==> config.mk <==
export PLATFORM = sky130hd
export DESIGN_NAME = decoder_seq_onehot
export DESIGN_NICKNAME = d
export VERILOG_FILES = /design/src/rtl/decoder_pkg.sv /design/src/rtl/scan_tick_gen.sv /design/src/rtl/decoder_seq_onehot.sv
export SDC_FILE = /design/constraint.sdc
export NUM_CORES = 1
export LEC_CHECK = 0
export CELL_PAD_IN_SITES_DETAIL_PLACEMENT = 1
export CELL_PAD_IN_SITES_GLOBAL_PLACEMENT = 1
export CORE_MARGIN = 4
export CORE_UTILIZATION = 30
export DETAILED_ROUTE_END_ITERATION = 10
export GPL_TIMING_DRIVEN = 0
export PLACE_DENSITY_LB_ADDON = 0.1
export SLEW_MARGIN = 15
export SYNTH_ARGS = -nofsm -noshare
export SYNTH_HDL_FRONTEND = slang
export SYNTH_SLANG_ARGS = --single-unit
==> constraint.sdc <==
create_clock -name i_clk -period 3 [get_ports i_clk]
set_input_delay 0.3 -clock i_clk [delete_from_list [all_inputs] [get_ports i_clk]]
set_output_delay 0.3 -clock i_clk [all_outputs]
set_load 0.02 [all_outputs]
==> src/rtl/decoder_pkg.sv <==
// Shared definitions for the sequenced one-hot decoder.
// Provides the 2-bit operating mode type and its encodings.
package decoder_pkg;

  typedef enum logic [1:0] {
    MODE_DECODE    = 2'b00,
    MODE_SCAN_UP   = 2'b01,
    MODE_SCAN_DOWN = 2'b10,
    MODE_HOLD      = 2'b11
  } mode_t;

endpackage

==> src/rtl/scan_tick_gen.sv <==
// Scan-step prescaler: produces one tick every SCAN_DIV running edges.
// Ports:
//   i_clk  - clock, rising edge
//   i_rst  - asynchronous active-high reset
//   i_clr  - restart counting from zero on this edge (wins over the held count)
//   i_run  - count this edge; when low the count holds (or clears if i_clr)
//   o_tick - combinational; high on the edge that should advance the pointer
module scan_tick_gen #(
  parameter int SCAN_DIV = 1
) (
  input  logic i_clk,
  input  logic i_rst,
  input  logic i_clr,
  input  logic i_run,
  output logic o_tick
);

  localparam int CW = (SCAN_DIV > 1) ? $clog2(SCAN_DIV) : 1;
  localparam logic [CW-1:0] LAST = CW'(SCAN_DIV - 1);
  localparam logic [CW-1:0] ONE  = CW'(1);

  logic [CW-1:0] cnt;
  logic [CW-1:0] cnt_eff;

  // A clear restarts the count at zero and the same edge still counts,
  // so with SCAN_DIV = 1 a cleared edge is also a tick.
  assign cnt_eff = i_clr ? '0 : cnt;
  assign o_tick  = i_run && (cnt_eff == LAST);

  always_ff @(posedge i_clk or posedge i_rst) begin
    if (i_rst)       cnt <= '0;
    else if (o_tick) cnt <= '0;
    else if (i_run)  cnt <= cnt_eff + ONE;
    else             cnt <= cnt_eff;
  end

endmodule

==> src/rtl/decoder_seq_onehot.sv <==
// Registered one-hot select generator with direct decode, ring scan up/down
// and hold modes. Used for register-file write selects and for stepping
// through bank/peripheral strobes without an external counter.
// Ports:
//   i_clk    - clock, rising edge
//   i_rst    - asynchronous active-high reset
//   i_en     - enable; low freezes pointer/prescaler and blanks o_onehot
//   i_mode   - 00 decode, 01 scan up, 10 scan down, 11 hold
//   i_sel    - decode index, or pointer load value with i_load
//   i_load   - load pointer from i_sel, overrides mode and enable
//   o_onehot - registered one-hot select, zero when not valid
//   o_idx    - registered pointer
//   o_valid  - registered i_en
//   o_wrap   - one-cycle pulse when a scan step wraps the ring
module decoder_seq_onehot
  import decoder_pkg::*;
#(
  parameter int SEL_W    = 5,
  parameter int SCAN_DIV = 1
) (
  input  logic                  i_clk,
  input  logic                  i_rst,
  input  logic                  i_en,
  input  logic [1:0]            i_mode,
  input  logic [SEL_W-1:0]      i_sel,
  input  logic                  i_load,
  output logic [(1<<SEL_W)-1:0] o_onehot,
  output logic [SEL_W-1:0]      o_idx,
  output logic                  o_valid,
  output logic                  o_wrap
);

  localparam int N_OUT = 1 << SEL_W;
  localparam logic [SEL_W-1:0] PTR_ONE = SEL_W'(1);

  mode_t            mode, prev_mode;
  logic             mode_chg, is_scan, tick_clr, tick_run, tick;
  logic [SEL_W-1:0] ptr, ptr_d;
  logic [N_OUT-1:0] onehot_d;
  logic             wrap_d;

  assign mode     = mode_t'(i_mode);
  assign mode_chg = (mode != prev_mode);
  assign is_scan  = (mode == MODE_SCAN_UP) || (mode == MODE_SCAN_DOWN);

  // Load and decode reset the prescaler; a mode change restarts it while
  // the new mode (scan or hold) decides whether this edge also counts.
  // Disabled edges neither clear nor count.
  assign tick_clr = i_load || (i_en && (mode == MODE_DECODE || mode_chg));
  assign tick_run = !i_load && i_en && is_scan;

  scan_tick_gen #(.SCAN_DIV(SCAN_DIV)) u_tick (
    .i_clk  (i_clk),
    .i_rst  (i_rst),
    .i_clr  (tick_clr),
    .i_run  (tick_run),
    .o_tick (tick)
  );

  always_comb begin
    ptr_d  = ptr;
    wrap_d = 1'b0;
    if (i_load) begin
      ptr_d = i_sel;
    end else if (i_en) begin
      case (mode)
        MODE_DECODE: ptr_d = i_sel;
        MODE_SCAN_UP: if (tick) begin
          ptr_d  = ptr + PTR_ONE;
          wrap_d = &ptr;
        end
        MODE_SCAN_DOWN: if (tick) begin
          ptr_d  = ptr - PTR_ONE;
          wrap_d = ~|ptr;
        end
        default: ;
      endcase
    end
  end

  // One-hot decode of the next pointer, gated by enable so the registered
  // vector is zero whenever o_valid is low.
  for (genvar i = 0; i < N_OUT; i++) begin : g_dec
    assign onehot_d[i] = i_en && (ptr_d == SEL_W'(i));
  end

  always_ff @(posedge i_clk or posedge i_rst) begin
    if (i_rst) begin
      ptr       <= '0;
      o_onehot  <= '0;
      o_valid   <= 1'b0;
      o_wrap    <= 1'b0;
      prev_mode <= MODE_DECODE;
    end else begin
      ptr       <= ptr_d;
      o_onehot  <= onehot_d;
      o_valid   <= i_en;
      o_wrap    <= wrap_d;
      prev_mode <= mode;
    end
  end

  assign o_idx = ptr;

endmodule

==> results.txt <==
DR top layer: met4
Final Power: 1240 µW
Avg Inst Size Synth: 10.6 µm²
#FFs+latches synth: 42
Die width: 89.8 µm
Post-placement cell area: 2620 µm²
Sequential power share: 48.5%
Status: completed
CP Launch Type: input port
Most frequent cells in the layout: 49 x clkdlybuf4s50_1, 42 x dfrtp_1, 19 x nor2_1
Setup bufs post-CTS: 0
CTS max path bufs: 2
CTS Sinks: 42
GRT Util Overall: 13.3%
Port Buffer Count: 49
RSZ-0062 raised after global routing: no
Worst slew pin tran: 0.639 ns
Post-Route Utilization: 42.3%
Sequential Area: 1050 µm²
First-pass GRT wire length: 8680 µm
Net Count, Synth: 208
Post-CTS Resized: 0
Area Overhead vs Synth: 35.3%
GR Overflow Total: 0
Power Density: 458 nW/µm²
R2R Path End: o_onehot[23]
Clock Power Share: 30.3%
Clk pin slew, worst setup/hold paths: 0.09 ns
Starting density of the core: 31.2%
IO Pins: 50
CTS HTree Levels: 2
Sequential fraction of the synthesis area: 52.4%
Leak: 0.00115 µW
Synthesized cell area: 2010 µm²
Critical path class: input port to register
Core area: 6420 µm²
Dpl hpwl: 3950 µm
Post-synth top flop: dfrtp_1
Crit end category: register
1st-iter DRT viols: 34
P_int: 856 µW
R2R Setup Slk: 0.59 ns
# diodes: 0
Die Y: 89.8 µm
Count of different cell masters after synthesis: 47
CTS buffer count: 5
Syn. warnings: 0
Commonest non-fill, non-tap cell in the layout: clkdlybuf4s50_1
Worst r2r src: o_idx[0]
Fmax: 365 MHz
Layout cell share with drive strength beyond 1: 14.2%
Max-Cap Viols: 0
Routed wl met3: 245 µm
R2R cell count: 10
Die area: 8060 µm²
Final Cell Area: 2720 µm²
Top cells by area, synth: dfrtp_1 52%, ha_1 5.0%, nor3_1 3.7%
Post-synth ARST share: 100%
Layout Cells excl Fill: 324
WL/cell: 16.1 µm
DRC: 0
Metal2 WL: 2440 µm
Data required time of the worst path: 3.18 ns
Cell accounting for the most synthesized area: dfrtp_1
Relative slew margins: 57.2%
Post-DRT Antenna Nets: 0
Filler cells: 724
Post-synth EDFFs: 0
Largest net degree at the start of global routing: 24
Router iterations before antenna repair: 4
Gpl congestion: 0.778
Final Hold Viols: 0
Final period util: 91.4%
Hold Buf Count CTS: 0
Syn Inst Count: 189
Psw: 388 µW
Minimum clock period: 2.74 ns
Fin nets: 265
Routed WL: 5210 µm
DRT met1 WL: 2490 µm
Worst-path fanout max: 10
# placed instances: 316
Routed vias: 1622
Setup Skew: 0.00730 ns
Initial antenna violation count: 0
Worst min-delay path class: input port to asynchronous set/reset pin
CTS tree: yes
Slew Viols, Final: 0
Share of the synthesized area in the top cell type: 52.4%
Worst vdd ir: 0.000221 V
CP arrival: 2.92 ns
Sw frac: 31.2%
Clock root cell: clkbuf_8
Area of the multi-input gates: 847 µm²
Clk_lat worst skew: 0.30 ns
Comb pwr share: 21.2%
# rows: 29
Vias in the first global route: 1705
Routed vias/inst: 5.01
Setup Viol. Count Final: 0
[power groups by stage]
stage / Combinational (µW) / Sequential, µW / Clock (µW)
2_1_floorplan: 140 / 633 / 0
3_3_place_gp: 259 / 615 / 0
3_5_place_dp: 267 / 615 / 0
4_1_cts: 268 / 604 / 388
5_1_grt: 288 / 608 / 422
6_report: 263 / 604 / 377
[worst max-delay path, cell delays in order]
cell and delay, ns:
clkdlybuf4s50_1 0.58, inv_1 0.09, ha_1 0.36, and3b_1 0.17, buf_4 0.14, nand3_1 0.10, or3_1 0.31, a21oi_1 0.30
o21ai_2 0.14, inv_2 0.16, buf_6 0.18, nor3_1 0.07
[cells in the mapped netlist (2+ instances only)]
| cell type | instances |
|---|---|
| inv_2 | 2 |
| xnor2_1 | 2 |
| nand2b_1 | 3 |
| ha_1 | 8 |
| nor4_1 | 2 |
| buf_6 | 2 |
| buf_4 | 5 |
| o211ai_1 | 6 |
| nor2_1 | 19 |
| or3_4 | 3 |
| a21oi_1 | 6 |
| nor2b_1 | 2 |
| nand4b_1 | 2 |
| o21ai_0 | 5 |
| o21ai_1 | 2 |
| nand2_1 | 11 |
| nand3_1 | 9 |
| or3_1 | 2 |
| nor3_2 | 6 |
| nor3_1 | 15 |
| nand4_1 | 3 |
| o21ai_2 | 2 |
| dfrtp_1 | 42 |
| inv_1 | 7 |
[kinds of logic (layout without fill, tap and decap cells)]
logic type / Yosys count / in the layout / share of synthesized area [%]
adders and majority gates: 8 / 8 / 4.99
AOI/OAI and AO/OA: 28 / 28 / 9.54
buffers and inverters: 19 / 77 / 5.42
muxes: 1 / 1 / 0.499
DFF: 42 / 42 / 52.4
xor gates and xnor gates: 2 / 2 / 0.873
and+or+nand+nor: 89 / 89 / 26.3
[how the worst max path moves through the flow]
stage | start | end | slack, ns | depth (start not counted)
2_1_floorplan | i_mode[0] | o_onehot[5] | 0.89 | 11
3_3_place_gp | i_mode[0] | o_onehot[23] | -0.07 | 11
3_5_place_dp | i_mode[0] | o_onehot[21] | -0.09 | 11
4_1_cts | i_mode[0] | o_onehot[23] | 0.20 | 11
5_1_grt | i_mode[0] | o_onehot[23] | 0.03 | 11
6_report | i_mode[0] | o_onehot[7] | 0.26 | 12
[per-stage QoR]
| stage | TNS [ns] | hold WS (ns) | setup WS (ns) |
|---|---|---|---|
| 6_report | 0 | 0.323 | 0.257 |
| 5_1_grt | 0 | 0.371 | 0.0343 |
| 4_1_cts | 0 | 0.330 | 0.200 |
| 3_5_place_dp | -1.20 | 0.536 | -0.0939 |
| 3_3_place_gp | -0.489 | 0.528 | -0.0745 |
| 2_1_floorplan | 0 | 0.331 | 0.891 |
[cell type report]
type,instances,area share [%]
buffer,9,2.53
clock buffer,5,2.53
clock inverter,3,0.922
inverter,10,1.47
multi-input combinational,128,31.2
sequential,42,38.7
tap,77,3.55
timing repair buffer,50,19.1
[flip-flops by register name, indices dropped and copies added, names as in the netlist]
signal and count:
o_idx 5, o_valid 1, u_tick.cnt 1, o_onehot 32, prev_mode 2, o_wrap 1
[layer usage]
metal  track usage (%)  up-vias
li1                  -      775
met1              17.6      805
met2              21.3       37
met3              4.34        5
met4              2.68        0
met5                 0        -
Power figures use the tool's default switching activity.
